==> src/rtl/i2c_pkg.sv <==
// Shared types for the I2C write initiator: FSM states, quarter encoding, byte width,
// and the per-quarter SCL/SDA pull-down table.
package i2c_pkg;

    localparam int   BYTE_W     = 8;
    localparam logic I2C_WR_BIT = 1'b0;

    typedef logic [BYTE_W-1:0] byte_t;

    typedef enum logic [3:0] {
        IDLE, START, ADDR, ACK1, REG, ACK2, DATA, ACK3, STOP
    } state_t;

    typedef enum logic [1:0] {Q0, Q1, Q2, Q3} quarter_t;

    // Returns {scl_oe, sda_oe} for a state/quarter; b is the bit being shifted out.
    function automatic logic [1:0] line_drive(state_t st, quarter_t q, logic b);
        logic low_half;
        low_half = (q == Q0) || (q == Q1);
        case (st)
            START:            line_drive = {1'b0, !low_half};
            ADDR, REG, DATA:  line_drive = {low_half, !b};
            ACK1, ACK2, ACK3: line_drive = {low_half, 1'b0};
            STOP:             line_drive = {low_half, q != Q3};
            default:          line_drive = 2'b00;
        endcase
    endfunction

endpackage

==> src/rtl/i2c_master_wr_if.sv <==
// Request/status handshake plus open-drain pad signals of the I2C write initiator.
// master = initiator side, slave = requester and pad/bus side.
interface i2c_master_wr_if;
    import i2c_pkg::*;

    logic       start;
    logic [6:0] dev_addr;
    byte_t      reg_addr;
    byte_t      wr_data;
    logic       busy;
    logic       done;
    logic       ack_err;
    logic       scl_i;
    logic       scl_oe;
    logic       sda_i;
    logic       sda_oe;

    modport master (
        input  start, dev_addr, reg_addr, wr_data, scl_i, sda_i,
        output busy, done, ack_err, scl_oe, sda_oe
    );

    modport slave (
        output start, dev_addr, reg_addr, wr_data, scl_i, sda_i,
        input  busy, done, ack_err, scl_oe, sda_oe
    );

endinterface

==> src/rtl/i2c_quarter_tick.sv <==
// SCL quarter-period divider: qtick on the last cycle of each quarter, qfirst on its first.
// I2C_MASTER_STRETCH_EN: divider holds in Q2/Q3 while scl_in is low (slave stretching).
module i2c_quarter_tick
    import i2c_pkg::*;
#(
    parameter int CLK_DIV = 250
) (
    input  logic     clk,
    input  logic     rst,
    input  logic     run,
`ifdef I2C_MASTER_STRETCH_EN
    input  logic     scl_in,
`endif
    output logic     qtick,
    output logic     qfirst,
    output quarter_t quarter
);
    localparam int            DW   = $clog2(CLK_DIV);
    localparam logic [DW-1:0] LAST = DW'(CLK_DIV - 1);

    logic [DW-1:0] cnt;
    logic          hold;
    logic          adv;

`ifdef I2C_MASTER_STRETCH_EN
    assign hold = (quarter == Q2 || quarter == Q3) && !scl_in;
`else
    assign hold = 1'b0;
`endif

    assign adv    = run && !hold;
    assign qtick  = adv && (cnt == LAST);
    assign qfirst = adv && (cnt == '0);

    always_ff @(posedge clk or posedge rst) begin
        if (rst) begin
            cnt     <= '0;
            quarter <= Q0;
        end else if (!run) begin
            cnt     <= '0;
            quarter <= Q0;
        end else if (adv) begin
            if (cnt == LAST) begin
                cnt     <= '0;
                quarter <= quarter_t'(quarter + 2'd1);
            end else begin
                cnt <= cnt + 1'b1;
            end
        end
    end

endmodule

==> src/rtl/i2c_master_wr.sv <==
// I2C write initiator: START, {dev_addr,W}, reg_addr, wr_data, STOP with ACK checks; 116*CLK_DIV cycles.
// start is ignored while busy; optional clock stretching via I2C_MASTER_STRETCH_EN.
module i2c_master_wr
    import i2c_pkg::*;
#(
    parameter int CLK_DIV = 250
) (
    input logic            clk,
    input logic            rst,
    i2c_master_wr_if.master bus
);
    state_t     state;
    quarter_t   quarter;
    logic       qtick;
    logic       qfirst;
    byte_t      sr;
    byte_t      reg_q;
    byte_t      dat_q;
    logic [2:0] bitcnt;
    logic       ack_smp;
    logic       busy_q;
    logic       done_q;
    logic       ack_err_q;
    logic       scl_oe_q;
    logic       sda_oe_q;

    i2c_quarter_tick #(.CLK_DIV(CLK_DIV)) u_tick (
        .clk     (clk),
        .rst     (rst),
        .run     (state != IDLE),
`ifdef I2C_MASTER_STRETCH_EN
        .scl_in  (bus.scl_i),
`endif
        .qtick   (qtick),
        .qfirst  (qfirst),
        .quarter (quarter)
    );

    // Line drivers are registered one step ahead: each qtick loads the drive for the next quarter.
    always_ff @(posedge clk or posedge rst) begin
        if (rst) begin
            state     <= IDLE;
            sr        <= '0;
            reg_q     <= '0;
            dat_q     <= '0;
            bitcnt    <= '0;
            ack_smp   <= 1'b0;
            busy_q    <= 1'b0;
            done_q    <= 1'b0;
            ack_err_q <= 1'b0;
            scl_oe_q  <= 1'b0;
            sda_oe_q  <= 1'b0;
        end else begin
            done_q <= 1'b0;
            if (qfirst && quarter == Q3)
                ack_smp <= bus.sda_i;

            if (state == IDLE) begin
                if (bus.start) begin
                    state                <= START;
                    busy_q               <= 1'b1;
                    ack_err_q            <= 1'b0;
                    sr                   <= {bus.dev_addr, I2C_WR_BIT};
                    reg_q                <= bus.reg_addr;
                    dat_q                <= bus.wr_data;
                    bitcnt               <= 3'd7;
                    {scl_oe_q, sda_oe_q} <= line_drive(START, Q0, 1'b1);
                end
            end else if (qtick) begin
                if (quarter != Q3) begin
                    {scl_oe_q, sda_oe_q} <= line_drive(state, quarter_t'(quarter + 2'd1), sr[7]);
                end else begin
                    case (state)
                        START: begin
                            state                <= ADDR;
                            {scl_oe_q, sda_oe_q} <= line_drive(ADDR, Q0, sr[7]);
                        end
                        ADDR, REG, DATA: begin
                            if (bitcnt != 3'd0) begin
                                sr                   <= {sr[6:0], 1'b0};
                                bitcnt               <= bitcnt - 3'd1;
                                {scl_oe_q, sda_oe_q} <= line_drive(state, Q0, sr[6]);
                            end else begin
                                state <= (state == ADDR) ? ACK1 : (state == REG) ? ACK2 : ACK3;
                                {scl_oe_q, sda_oe_q} <= line_drive(ACK1, Q0, 1'b0);
                            end
                        end
                        ACK1, ACK2: begin
                            if (ack_smp) begin
                                ack_err_q            <= 1'b1;
                                state                <= STOP;
                                {scl_oe_q, sda_oe_q} <= line_drive(STOP, Q0, 1'b0);
                            end else if (state == ACK1) begin
                                state                <= REG;
                                sr                   <= reg_q;
                                bitcnt               <= 3'd7;
                                {scl_oe_q, sda_oe_q} <= line_drive(REG, Q0, reg_q[7]);
                            end else begin
                                state                <= DATA;
                                sr                   <= dat_q;
                                bitcnt               <= 3'd7;
                                {scl_oe_q, sda_oe_q} <= line_drive(DATA, Q0, dat_q[7]);
                            end
                        end
                        ACK3: begin
                            if (ack_smp)
                                ack_err_q <= 1'b1;
                            state                <= STOP;
                            {scl_oe_q, sda_oe_q} <= line_drive(STOP, Q0, 1'b0);
                        end
                        STOP: begin
                            state                <= IDLE;
                            busy_q               <= 1'b0;
                            done_q               <= 1'b1;
                            {scl_oe_q, sda_oe_q} <= 2'b00;
                        end
                        default: begin
                            state                <= IDLE;
                            busy_q               <= 1'b0;
                            {scl_oe_q, sda_oe_q} <= 2'b00;
                        end
                    endcase
                end
            end
        end
    end

    assign bus.busy    = busy_q;
    assign bus.done    = done_q;
    assign bus.ack_err = ack_err_q;
    assign bus.scl_oe  = scl_oe_q;
    assign bus.sda_oe  = sda_oe_q;

endmodule

==> src/flat_wrapper.sv <==
// flat-port wrapper written by rule: the top's interface ports become plain ports
module i2c_master_wr_flat import i2c_pkg::*;
#(
    parameter int CLK_DIV = 250
)
  (clk, rst, bus_start, bus_dev_addr, bus_reg_addr, bus_wr_data, bus_scl_i, bus_sda_i, bus_busy, bus_done, bus_ack_err, bus_scl_oe, bus_sda_oe);
  i2c_master_wr_if bus_i ();
  input logic clk;
  input logic rst;
  input wire logic [$bits(bus_i.start)-1:0] bus_start;
  input wire logic [$bits(bus_i.dev_addr)-1:0] bus_dev_addr;
  input wire logic [$bits(bus_i.reg_addr)-1:0] bus_reg_addr;
  input wire logic [$bits(bus_i.wr_data)-1:0] bus_wr_data;
  input wire logic [$bits(bus_i.scl_i)-1:0] bus_scl_i;
  input wire logic [$bits(bus_i.sda_i)-1:0] bus_sda_i;
  output wire logic [$bits(bus_i.busy)-1:0] bus_busy;
  output wire logic [$bits(bus_i.done)-1:0] bus_done;
  output wire logic [$bits(bus_i.ack_err)-1:0] bus_ack_err;
  output wire logic [$bits(bus_i.scl_oe)-1:0] bus_scl_oe;
  output wire logic [$bits(bus_i.sda_oe)-1:0] bus_sda_oe;
  assign bus_i.start = bus_start;
  assign bus_i.dev_addr = bus_dev_addr;
  assign bus_i.reg_addr = bus_reg_addr;
  assign bus_i.wr_data = bus_wr_data;
  assign bus_i.scl_i = bus_scl_i;
  assign bus_i.sda_i = bus_sda_i;
  assign bus_busy = bus_i.busy;
  assign bus_done = bus_i.done;
  assign bus_ack_err = bus_i.ack_err;
  assign bus_scl_oe = bus_i.scl_oe;
  assign bus_sda_oe = bus_i.sda_oe;
  i2c_master_wr #(.CLK_DIV(CLK_DIV)) u_core (.clk(clk), .rst(rst), .bus(bus_i));
endmodule
==> config.mk <==
export PLATFORM = sky130hd
export DESIGN_NAME = i2c_master_wr_flat
export DESIGN_NICKNAME = d
export VERILOG_FILES = /design/src/rtl/i2c_pkg.sv /design/src/rtl/i2c_master_wr_if.sv /design/src/rtl/i2c_quarter_tick.sv /design/src/rtl/i2c_master_wr.sv /design/src/flat_wrapper.sv
export SDC_FILE = /design/constraint.sdc
export NUM_CORES = 1
export LEC_CHECK = 0
export ABC_AREA = 0
export CORE_MARGIN = 2
export CORE_UTILIZATION = 54
export DETAILED_ROUTE_END_ITERATION = 10
export GPL_ROUTABILITY_DRIVEN = 0
export GPL_TIMING_DRIVEN = 0
export PLACE_DENSITY = 0.79
export SYNTH_ARGS = -nofsm -noshare
export SYNTH_HDL_FRONTEND = slang
export SYNTH_SLANG_ARGS = --single-unit
==> constraint.sdc <==
create_clock -name clk -period 2.25 [get_ports clk]
set_input_delay 0.675 -clock clk [delete_from_list [all_inputs] [get_ports clk]]
set_output_delay 0.675 -clock clk [all_outputs]
set_load 0.05 [all_outputs]
==> results.md, run 1 <==
* Outcome: finished clean
* Buffers and inverters on the worst path at 1
* Total negative slack for setup checks at 0 ns
* Fraction of final layout cells with drive strength greater than 1 at 18.1%
* Global-route wire length before repair at about 8.1 mm
* Setup crit end kind: output port
* Clock transition time at the flip-flop clock pins of the worst setup and hold paths at approximately 0.09 ns
* CP Launch Type: flip-flop
* Most numerous cell types in the synthesized netlist: 47 x sky130_fd_sc_hd__dfrtp_1, 19 x sky130_fd_sc_hd__mux2_2, 17 x sky130_fd_sc_hd__inv_1
* Top-level port count at 33
* Number of diodes at 0
* Area enclosed by the die boundary at 5070 um2
* Critical setup path kind: reg -> out
* Via density per instance at 5.81
* Fraction of registers with async set or reset after synthesis at 100%
* Max-Cap Viols at 0
* Number of optimization iterations in the first detailed-route pass at 4
* Fraction of the yosys area taken by sequential cells at around 48%
* Placed wire-length estimate after detailed placement at 3.39 mm
* Worst hold path type: reg -> reg
* Worst-margin pin slew at 0.602 ns
* Required arrival time at the worst endpoint at around 1.6 ns
* Number of core rows at 24
* Ordered list of cells on the worst path: clkdlybuf4s50_1
* Count of placed standard cells including taps at 303
* Routed wire length at 4.87 mm
* TritonCTS clock tree: yes
* # setup viols final at 0
* Count of warnings emitted by yosys at 0
* Average detailed-routed wire length per instance at between 15 and 20 um
* Number of buffers inserted for hold repair after clock tree synthesis at 0
* Nets in the synthesized netlist at 254
* # clock sinks at 47
* Arr. time, crit path at 1.46 ns
* Placeable core area at ~4400 um2
* Worst hold slack across all endpoints at a little over 0.5 ns
* Setup slack at placement at -0.141 ns
* Areal power density over the cells at 489 nW/um2
* Clock buffer count from CTS at 5
* Largest net degree at the start of global routing at 36
* Final Hold Vio Count at 0
* Total global routing overflow at 0
* CP delay by family, top: buffers and inverters
* Cell count after synthesis at 219
* Avg Synthesized Cell Area at about 11 um2
* Number of flops mapped to enable cells by yosys at 0
* Slowest-stage cell, CP: sky130_fd_sc_hd__clkdlybuf4s50_1
* Main flop type after synthesis: sky130_fd_sc_hd__dfrtp_1
* Max Transition Viols Final at 0
* Highest cell delay on the worst timing path at 0.80 ns
* Number of DRC markers after the initial detailed-route iteration at 188
* Most frequently used cell type in the post-synthesis netlist: sky130_fd_sc_hd__dfrtp_1
* Nets at 294
* Width of the chip at 71.2 um
* Cell taking the most area after synthesis: sky130_fd_sc_hd__dfrtp_1
* Via count of the first global-routing pass at 1716
* Via count at 1813
* Highest ir drop seen on vdd at 455 uV
* Count of state elements after synthesis at 47
* Post-route setup slack at 0.116 ns
* Global-route total usage across every layer at 20.3%
* Chip height at about 70 um
* Antenna-violating nets left at 0
* Effective utilization at floorplan at 56.0%
* Maximum frequency from static timing analysis at roughly 470 MHz
* Cell at the root of the clock tree: sky130_fd_sc_hd__clkbuf_8
* Share of the synthesized area in the top cell type at 48.2%
* Minimum clock period at 2.13 ns
* Largest fanout on the critical path at 2
* Yosys cell types at 48
* Insertion delay of the later-clocked pin in the worst-skew pair at 0.30 ns
* Worst-case clock skew at between 0.005 and 0.006 ns
* Number of antenna violations at the first check in global routing at 0
* Static Leakage at 1.28 nW
* Post-synth design cell area at 2440 um2
* CTS Buffer Depth at 2
* CTS H-tree depth at 2
* Setup repair after global routing missed its margin: no
* Layout overhead on the synthesized area at 20.4%
* Main area contributors after synthesis: sky130_fd_sc_hd__dfrtp_1 48%, sky130_fd_sc_hd__mux2_2 8.8%, sky130_fd_sc_hd__ha_1 3.6%
* Count of buffers inserted at the top-level ports at 31
* Share of the cycle needed by the critical path after routing at 94.9%
* Remaining DRCs at 0
* Final std cells w/o fill at approximately 310
* Max-slew headroom at the worst pin at 59.9%
## flip-flops by register name, indices dropped and copies added (netlist names)
| register | flops |
|---|---|
| u_core.dat_q | 8 |
| u_core.reg_q | 8 |
| u_core.sr | 8 |
| u_core.u_tick.cnt | 8 |
| u_core.state | 4 |
| u_core.bitcnt | 3 |
| u_core.u_tick.quarter | 2 |
| u_core.ack_smp | 1 |
| u_core.bus.ack_err | 1 |
| u_core.bus.busy | 1 |
| u_core.bus.done | 1 |
| u_core.bus.scl_oe | 1 |
| u_core.bus.sda_oe | 1 |
## stage by stage
stage | cell area [um2] | power [W] | util [%]
2_1_floorplan | 2440 | 0.000877 | -
3_3_place_gp | 2810 | 0.000929 | 64.6
3_5_place_dp | 2830 | 0.000933 | 65.1
4_1_cts | 2930 | 0.00145 | 67.4
5_1_grt | 2940 | 0.00149 | 67.4
6_report | 2940 | 0.00144 | 67.4
## logic make-up after synthesis
logic type | after synthesis | share of synthesized area (%)
simple gates | 60 | 14.4
flops | 47 | 48.2
compound gates | 41 | 13.5
buf+inv | 29 | 4.93
mux | 28 | 12.9
xor+xnor | 7 | 2.51
fa+ha+maj | 7 | 3.59
## layout make-up
type / instances / area (um2)
Fill cell: 329 / 1420
Sequential cell: 47 / 1180
Buffer: 12 / 60.1
Multi-Input combinational cell: 143 / 1140
Tap cell: 52 / 65.1
Timing Repair Buffer: 33 / 338
Inverter: 17 / 63.8
Clock inverter: 3 / 22.5
Clock buffer: 5 / 68.8
## where the power goes
group | internal, W | leakage [nW] | switching (W)
Sequential | 0.000845 | 0.604 | 0.00000142
Combinational | 0.0000441 | 0.627 | 0.0000243
Clock | 0.000223 | 0.0485 | 0.000299
Total | 0.00111 | 1.28 | 0.000325
## worst paths after layout
kind / from / endpoint / slack (ns) / depth (start not counted)
min: u_core.bus.ack_err$_DFFE_PP0P_ / u_core.bus.ack_err$_DFFE_PP0P_ / 0.51 / 1
max reg2reg: u_core.state[3]$_DFFE_PP0P_ / u_core.bitcnt[1]$_DFFE_PP0P_ / 0.16 / 6
max: u_core.bus.ack_err$_DFFE_PP0P_ / bus_ack_err / 0.12 / 1
max in group asynchronous: rst / u_core.bitcnt[2]$_DFFE_PP0P_ / 1.15 / 3
min reg2reg: u_core.bus.ack_err$_DFFE_PP0P_ / u_core.bus.ack_err$_DFFE_PP0P_ / 0.51 / 1
min in group asynchronous: rst / u_core.u_tick.cnt[4]$_DFF_PP0_ / 0.63 / 2
## placed cells by master, fill, tap and decap left out, types with 3 or more instances in the layout
cell type and n:
sky130_fd_sc_hd__and3_1 3, sky130_fd_sc_hd__nand2_1 12, sky130_fd_sc_hd__clkbuf_1 4, sky130_fd_sc_hd__xor2_1 4
sky130_fd_sc_hd__clkbuf_2 3, sky130_fd_sc_hd__clkdlybuf4s50_1 31, sky130_fd_sc_hd__nor3_1 4, sky130_fd_sc_hd__nand3_1 5
sky130_fd_sc_hd__a222oi_1 8, sky130_fd_sc_hd__buf_2 3, sky130_fd_sc_hd__inv_1 16, sky130_fd_sc_hd__clkbuf_8 5
sky130_fd_sc_hd__xnor2_1 3, sky130_fd_sc_hd__nor2b_1 4, sky130_fd_sc_hd__o21ai_0 6, sky130_fd_sc_hd__a22o_1 7
sky130_fd_sc_hd__dfrtp_1 47, sky130_fd_sc_hd__mux2_2 19, sky130_fd_sc_hd__nor2_1 15, sky130_fd_sc_hd__ha_1 7
sky130_fd_sc_hd__nand2b_1 4, sky130_fd_sc_hd__a21oi_1 4, sky130_fd_sc_hd__mux2i_1 7
## repair_timing
item	4_1_cts	5_1_grt
pin swaps	1	0
resized for setup	0	6
endpoints found under the setup margin	2	3
buffers inserted	1	0
## metal layers
| metal | wire (um) | up-vias | track usage [%] |
|---|---|---|---|
| met5 | 0 | - | 0 |
| met4 | 53 | 0 | 6.50 |
| met3 | 195 | 5 | 3.42 |
| met2 | 2320 | 51 | 31.3 |
| met1 | 2310 | 880 | 29.5 |
| li1 | - | 877 | - |
Power figures use the tool's default switching activity.
==> run 2, diff against run 1 <==
--- a/config.mk
+++ b/config.mk
@@ -9,7 +9,6 @@
 export CORE_MARGIN = 2
 export CORE_UTILIZATION = 54
 export DETAILED_ROUTE_END_ITERATION = 10
-export GPL_ROUTABILITY_DRIVEN = 0
 export GPL_TIMING_DRIVEN = 0
 export PLACE_DENSITY = 0.79
 export SYNTH_ARGS = -nofsm -noshare
==> constraint.sdc (replaced) <==
create_clock -name clk -period 2.7 [get_ports clk]
set_input_delay 0.81 -clock clk [delete_from_list [all_inputs] [get_ports clk]]
set_output_delay 0.81 -clock clk [all_outputs]
set_load 0.05 [all_outputs]
==> run 2 against run 1 <==
Against the previous run:
- non-clock buffer count down 1
- clock power down 17%
- wire length decreased by 0.21%
- sequential power decreased by 17%
- power down 17%
- hold slack stayed put
- sequential share of layout area is 0.15 points higher
- critical path depth is 4 higher
- final cell count fell by 0.32%
- clock skew is 0.0027 ns higher
- global-route usage is 0.090 points lower
==> results.md, run 2 (same netlist as run 1, synthesis figures left out) <==
* Final Hold Vio Count at 0 (unchanged)
* Via density per instance at 5.86 (was 5.81)
* Ordered list of cells on the worst path: nor4_4, nand2_1, a22oi_2, buf_6, mux2_4 (was clkdlybuf4s50_1)
* TritonCTS clock tree: yes (unchanged)
* Width of the chip at 71.2 um (unchanged)
* Areal power density over the cells at 409 nW/um2 (was 489 nW/um2)
* Slowest-stage cell, CP: sky130_fd_sc_hd__nor4_4 (was sky130_fd_sc_hd__clkdlybuf4s50_1)
* Global-route wire length before repair at 8.04 mm (was 8.08 mm)
* Highest ir drop seen on vdd at 379 uV (was 455 uV)
* Switching power as a share of total power at 22.5% (was 22.6%)
* Insertion delay of the later-clocked pin in the worst-skew pair at 0.30 ns (about the same)
* Number of buffers inserted for hold repair after clock tree synthesis at 0 (unchanged)
* Hold worst-path end: u_core.bus.ack_err$_DFFE_PP0P_ (unchanged)
* Chip height at 71.2 um (unchanged)
* Commonest non-fill, non-tap cell in the layout: sky130_fd_sc_hd__dfrtp_1 (unchanged)
* Largest net degree at the start of global routing at 36 (unchanged)
* Outcome: finished clean (unchanged)
* Leading cell types in the layout, fill and taps excluded: 47 x sky130_fd_sc_hd__dfrtp_1, 31 x sky130_fd_sc_hd__clkdlybuf4s50_1, 19 x sky130_fd_sc_hd__mux2_2, 16 x sky130_fd_sc_hd__inv_1, 15 x sky130_fd_sc_hd__nor2_1 (unchanged)
* Share of the cycle needed by the critical path after routing at 85.6%
* Buffers and inverters on the worst path at 1 (unchanged)
* Max-Cap Viols at 0 (unchanged)
* Total negative slack for setup checks at 0 ns (unchanged)
* Total global routing overflow at 0 (unchanged)
* Largest fanout on the critical path at 10 (was 2)
* CP delay by family, top: simple AND/OR/NAND/NOR gates (was buffers and inverters)
* Number of antenna violations at the first check in global routing at 0 (unchanged)
* Number of core rows at 24 (unchanged)
* Highest cell delay on the worst timing path at 0.59 ns (was 0.80 ns)
* Global-route total usage across every layer at 20.2% (was 20.3%)
* Setup repair after global routing missed its margin: no (unchanged)
* Critical setup path kind: reg -> reg (was reg -> out)
* Maximum frequency from static timing analysis at 433 MHz
* Area enclosed by the die boundary at 5070 um2 (unchanged)
* Reg power frac at 59.0% (was 58.9%)
* Number of optimization iterations in the first detailed-route pass at 4 (unchanged)
* Post-Route Utilization at 67.2% (was 67.4%)
* Worst hold path type: reg -> reg (unchanged)
* Clock buffer count from CTS at 5 (unchanged)
* CTS H-tree depth at 2 (unchanged)
* Post-CTS setup buffer count at 0 (was 1)
* Hold path startpoint: u_core.bus.ack_err$_DFFE_PP0P_ (unchanged)
* Power share of the clock group at 36.2% (was 36.3%)
* Combinational power share at 4.8% (about the same)
* Post-route setup slack at 0.389 ns (was 0.116 ns)
* Number of cell instances on the worst register-to-register path at 5 (was 6)
* Placeable core area at 4350 um2 (unchanged)
* Clock transition time at the flip-flop clock pins of the worst setup and hold paths at 0.09 ns (about the same)
* Cell at the root of the clock tree: sky130_fd_sc_hd__clkbuf_8 (unchanged)
* Launch point of the worst reg-to-reg path: u_core.state[3]$_DFFE_PP0P_ (unchanged)
* Minimum setup slack among reg-to-reg paths at 0.39 ns (was 0.16 ns)
* # clock sinks at 47 (unchanged)
* Antenna-violating nets left at 0 (unchanged)
* Count of buffers inserted at the top-level ports at 31 (unchanged)
* Placed wire-length estimate after detailed placement at 3.39 mm (unchanged)
* Minimum clock period at 2.31 ns
* Number of DRC markers after the initial detailed-route iteration at 160 (was 188)
* Number of cells upsized or downsized after cts at 0 (unchanged)
* Nets at 293 (was 294)
* Worst-margin pin slew at 0.605 ns (was 0.602 ns)
* Static Leakage at 1.26 nW (was 1.28 nW)
* Internal power at 0.000926 W (was 0.00111 W)
* Number of diodes at 0 (unchanged)
* Power spent charging and discharging nets at 0.000269 W (was 0.000325 W)
* Max Transition Viols Final at 0 (unchanged)
* Required arrival time at the worst endpoint at 2.89 ns (was 1.57 ns)
* Fraction of final layout cells with drive strength greater than 1 at 16.6% (was 18.1%)
* Top-level port count at 33 (unchanged)
* Max-slew headroom at the worst pin at 59.7% (was 59.9%)
* CTS Buffer Depth at 2 (unchanged)
* CP Launch Type: flip-flop (unchanged)
* Setup slack at placement at 0.174 ns (was -0.141 ns)
* Remaining DRCs at 0 (unchanged)
* Overall Power at 0.00120 W (was 0.00144 W)
* Endpoint of the worst register-to-register path: u_core.bitcnt[1]$_DFFE_PP0P_ (unchanged)
* Placer Congestion at 0.874
* Via count at 1822 (was 1813)
* Hold Path Cell Cnt at 1 (unchanged)
* Via count of the first global-routing pass at 1710 (was 1716)
* # setup viols final at 0 (unchanged)
* Setup crit end kind: flip-flop (was output port)
* Worst-case clock skew at 0.00851 ns (was 0.00580 ns)
* Effective utilization at floorplan at 56.0% (unchanged)
* Routed wire length at 4.86 mm (was 4.87 mm)
* Arr. time, crit path at 2.50 ns (was 1.46 ns)
* Layout overhead on the synthesized area at 20.0% (was 20.4%)
* Average detailed-routed wire length per instance at 15.6 um (about the same)
-- run 2: how the worst max path moves through the flow --
stage | startpoint | end | slack (ns) | depth (start not counted)
6_report | u_core.state[3]$_DFFE_PP0P_ | u_core.bitcnt[1]$_DFFE_PP0P_ | 0.39 | 5
5_1_grt | u_core.state[3]$_DFFE_PP0P_ | u_core.bitcnt[1]$_DFFE_PP0P_ | 0.26 | 5
4_1_cts | u_core.state[3]$_DFFE_PP0P_ | u_core.bitcnt[1]$_DFFE_PP0P_ | 0.40 | 5
3_5_place_dp | bus_start | u_core.dat_q[5]$_DFFE_PP0P_ | 0.17 | 4
3_3_place_gp | rst | u_core.bitcnt[1]$_DFFE_PP0P_ | -0.13 | 2
2_1_floorplan | rst | u_core.ack_smp$_DFFE_PP0P_ | 0.77 | 1
-- run 2: per-stage QoR --
stage / instance area (um2) / instances / hold slack [ns]
finish: 2930 / 311 / 0.508
CTS: 2930 / 311 / 0.515
global route: 2930 / 311 / 0.534
floorplan: 2440 / 219 / 0.480
detailed placement: 2830 / 303 / 0.489
global placement: 2810 / 302 / 0.475
-- run 2: layout make-up --
cell class                      instances  area (um2)
Multi-Input combinational cell        143        1140
Sequential cell                        47        1180
Clock buffer                            5        68.8
Fill cell                             332        1430
Timing Repair Buffer                   32         330
Buffer                                 12        56.3
Inverter                               17        63.8
Clock inverter                          3        22.5
Tap cell                               52        65.1
-- run 2: layer usage --
layer / part of all wire (%) / track usage (%) / wire (um)
met5: 0 / 0 / 0
met1: 47 / 29.3 / 2310
met3: 4.4 / 3.42 / 215
met2: 46 / 31.2 / 2260
met4: 1.7 / 6.50 / 84
-- run 2: power groups by stage --
stage | Combinational (W) | Sequential [W] | Clock, W
after floorplan | 0.0000122 | 0.000719 | 0
after global placement | 0.0000546 | 0.000719 | 0
after detailed placement | 0.0000587 | 0.000719 | 0
after CTS | 0.0000588 | 0.000705 | 0.000446
after global routing | 0.0000630 | 0.000705 | 0.000473
final | 0.0000571 | 0.000705 | 0.000433
==> run 3, diff against run 2 <==
--- a/config.mk
+++ b/config.mk
@@ -7,10 +7,10 @@
 export LEC_CHECK = 0
 export ABC_AREA = 0
 export CORE_MARGIN = 2
-export CORE_UTILIZATION = 54
+export CORE_UTILIZATION = 49
 export DETAILED_ROUTE_END_ITERATION = 10
 export GPL_TIMING_DRIVEN = 0
-export PLACE_DENSITY = 0.79
+export PLACE_DENSITY = 0.75
 export SYNTH_ARGS = -nofsm -noshare
 export SYNTH_HDL_FRONTEND = slang
 export SYNTH_SLANG_ARGS = --single-unit
==> constraint.sdc (replaced) <==
create_clock -name clk -period 2 [get_ports clk]
set_input_delay 0.6 -clock clk [delete_from_list [all_inputs] [get_ports clk]]
set_output_delay 0.6 -clock clk [all_outputs]
set_load 0.05 [all_outputs]
==> run 3 against run 2 <==
Against the previous run:
- hold slack got worse by 0.014 ns
- via count increased by 3.9%
- register-to-register slack got worse by 0.35 ns
- clock skew about the same
- global-route usage decreased by 0.45 points
- non-clock buffer count increased by 14
- final area increased by 5.5%
- critical endpoint unchanged
- largest cell class unchanged
==> results.md, run 3 (same netlist as run 1, synthesis figures left out) <==
* Outcome: finished clean (unchanged)
* Highest ir drop seen on vdd at 377 uV (was 379 uV)
* Critical setup path kind: reg -> reg (unchanged)
* Maximum frequency from static timing analysis at 511 MHz (was 433 MHz)
* Largest net degree at the start of global routing at 36 (unchanged)
* Number of core rows at 25 (was 24)
* Overall Power at 0.00158 W (was 0.00120 W)
* Layout overhead on the synthesized area at 26.5% (was 20.0%)
* Total global routing overflow at 0 (unchanged)
* # setup viols final at 0 (unchanged)
* Cell at the root of the clock tree: sky130_fd_sc_hd__clkbuf_8 (unchanged)
* Number of buffers inserted for hold repair after clock tree synthesis at 0 (unchanged)
* TritonCTS clock tree: yes (unchanged)
* Max-slew headroom at the worst pin at 61.4% (was 59.7%)
* Global-route wire length before repair at 8.20 mm (was 8.04 mm)
* Width of the chip at 74.5 um (was 71.2 um)
* Max-Cap Viols at 0 (unchanged)
* CTS H-tree depth at 2 (unchanged)
* Chip height at 74.5 um (was 71.2 um)
* Clock transition time at the flip-flop clock pins of the worst setup and hold paths at 0.09 ns (about the same)
* Count of placed standard cells including taps at 318 (was 303)
* Placer Congestion at 0.843 (was 0.874)
* Required arrival time at the worst endpoint at 2.19 ns (was 2.89 ns)
* Arr. time, crit path at 2.14 ns (was 2.50 ns)
* Via count of the first global-routing pass at 1714 (was 1710)
* Antenna-violating nets left at 0 (unchanged)
* Static Leakage at 1.35 nW (was 1.26 nW)
* Area enclosed by the die boundary at 5560 um2 (was 5070 um2)
* Fraction of final layout cells with drive strength greater than 1 at 26.4% (was 16.6%)
* Routed wire length at 5.36 mm (was 4.86 mm)
* Setup slack at placement at -0.347 ns (was 0.174 ns)
* Max Transition Viols Final at 0 (unchanged)
* Count of buffers inserted at the top-level ports at 31 (unchanged)
* Via count at 1893 (was 1822)
* Average detailed-routed wire length per instance at 15.8 um (was 15.6 um)
* Number of optimization iterations in the first detailed-route pass at 5 (was 4)
* Worst hold path type: reg -> reg (unchanged)
* Post-route setup slack at 0.0431 ns (was 0.389 ns)
* Number of antenna violations at the first check in global routing at 0 (unchanged)
* Share of the cycle needed by the critical path after routing at 97.8% (was 85.6%)
* Effective utilization at floorplan at 51.3% (was 56.0%)
* Minimum clock period at 1.96 ns (was 2.31 ns)
* Via density per instance at 5.57 (was 5.86)
* Final Hold Vio Count at 0 (unchanged)
* Top-level port count at 33 (unchanged)
* Number of diodes at 0 (unchanged)
* Largest fanout on the critical path at 7 (was 10)
* CP Launch Type: flip-flop (unchanged)
* Post-route standard cell area excluding fillers at 3090 um2 (was 2930 um2)
* Commonest non-fill, non-tap cell in the layout: sky130_fd_sc_hd__dfrtp_1 (unchanged)
* Global-route total usage across every layer at 19.8% (was 20.2%)
* Setup crit end kind: flip-flop (unchanged)
* Placed wire-length estimate after detailed placement at 3.47 mm (was 3.39 mm)
* Leading cell types in the layout, fill and taps excluded: 43 x sky130_fd_sc_hd__dfrtp_1, 26 x sky130_fd_sc_hd__clkdlybuf4s50_1, 19 x sky130_fd_sc_hd__mux2_2, 15 x sky130_fd_sc_hd__buf_4, 15 x sky130_fd_sc_hd__inv_1 (was 47 x sky130_fd_sc_hd__dfrtp_1, 31 x sky130_fd_sc_hd__clkdlybuf4s50_1, 19 x sky130_fd_sc_hd__mux2_2, 16 x sky130_fd_sc_hd__inv_1, 15 x sky130_fd_sc_hd__nor2_1)
* Final std cells w/o fill at 340 (was 311)
* Nets at 307 (was 293)
* Remaining DRCs at 0 (unchanged)
* Standard cell area after detailed placement at 2850 um2 (was 2830 um2)
* # clock sinks at 47 (unchanged)
* Worst-margin pin slew at 0.580 ns (was 0.605 ns)
* Areal power density over the cells at 513 nW/um2 (was 409 nW/um2)
* Total negative slack for setup checks at 0 ns (unchanged)
* CTS Buffer Depth at 2 (unchanged)
* Worst-case clock skew at 0.00884 ns (was 0.00851 ns)
* Placeable core area at 4750 um2 (was 4350 um2)
* Number of DRC markers after the initial detailed-route iteration at 205 (was 160)
* Clock buffer count from CTS at 5 (unchanged)
* Insertion delay of the later-clocked pin in the worst-skew pair at 0.30 ns (about the same)
[run 3: per-layer routing]
| metal | vias up | global-route usage, % | part of all wire [%] |
|---|---|---|---|
| li1 | 901 | - | - |
| met1 | 936 | 28.5 | 48 |
| met5 | - | 0 | 0 |
| met2 | 48 | 28.8 | 47 |
| met4 | 0 | 8.73 | 1.8 |
| met3 | 8 | 4.34 | 3.4 |
[run 3: metrics by stage]
step                hold slack [ns]  utilization (%)
floorplan                     0.480                -
global placement              0.475             59.6
detailed placement            0.485             60.0
CTS                           0.501             62.2
global route                  0.524             64.9
finish                        0.495             64.9
[run 3: what timing repair did]
| item | 4_1_cts | 5_1_grt |
|---|---|---|
| endpoints found under the hold margin | 0 | 0 |
| gates cloned | 0 | 1 |
| pin swaps | 2 | 2 |
| buffers inserted | 3 | 10 |
| gates resized for setup | 10 | 21 |
| setup endpoints to repair | 38 | 23 |
[run 3: path summary, 6_finish.rpt]
| kind | depth (start not counted) | endpoint | slack (ns) | from |
|---|---|---|---|---|
| max reg2reg | 6 | u_core.bitcnt[1]$_DFFE_PP0P_ | 0.04 | u_core.state[3]$_DFFE_PP0P_ |
| min reg2reg | 2 | u_core.bus.scl_oe$_DFFE_PP0P_ | 0.49 | u_core.bus.scl_oe$_DFFE_PP0P_ |
| max in group asynchronous | 3 | u_core.state[0]$_DFFE_PP0P_ | 0.96 | rst |
| min in group asynchronous | 2 | u_core.bus.ack_err$_DFFE_PP0P_ | 0.55 | rst |
| max | 6 | u_core.bitcnt[1]$_DFFE_PP0P_ | 0.04 | u_core.state[3]$_DFFE_PP0P_ |
| min | 2 | u_core.bus.scl_oe$_DFFE_PP0P_ | 0.49 | u_core.bus.scl_oe$_DFFE_PP0P_ |
[run 3: worst max-delay path, cell delays in order, from the launching register on]
cell                      delay (ns)
sky130_fd_sc_hd__dfrtp_2        0.45
sky130_fd_sc_hd__or4_4          0.54
sky130_fd_sc_hd__buf_6          0.15
sky130_fd_sc_hd__nand4_4        0.12
sky130_fd_sc_hd__a22oi_2        0.12
sky130_fd_sc_hd__buf_6          0.17
sky130_fd_sc_hd__mux2_4         0.29
[run 3: power by group]
| part | switching, W | internal [W] | total, W |
|---|---|---|---|
| Sequential | 0.00000163 | 0.000950 | 0.000952 |
| Combinational | 0.0000274 | 0.0000496 | 0.0000770 |
| Clock | 0.000308 | 0.000246 | 0.000554 |
| Total | 0.000337 | 0.00125 | 0.00158 |
[run 3: final cells by class]
type	count	area, um2
clock buffers	7	76.3
plain buffers	12	75.1
clock inverters	1	5.00
multi-input cells	143	1170
fillers	406	1670
flip-flops and latches	47	1180
well taps	67	83.8
repair buffers	46	429
inverters	17	63.8
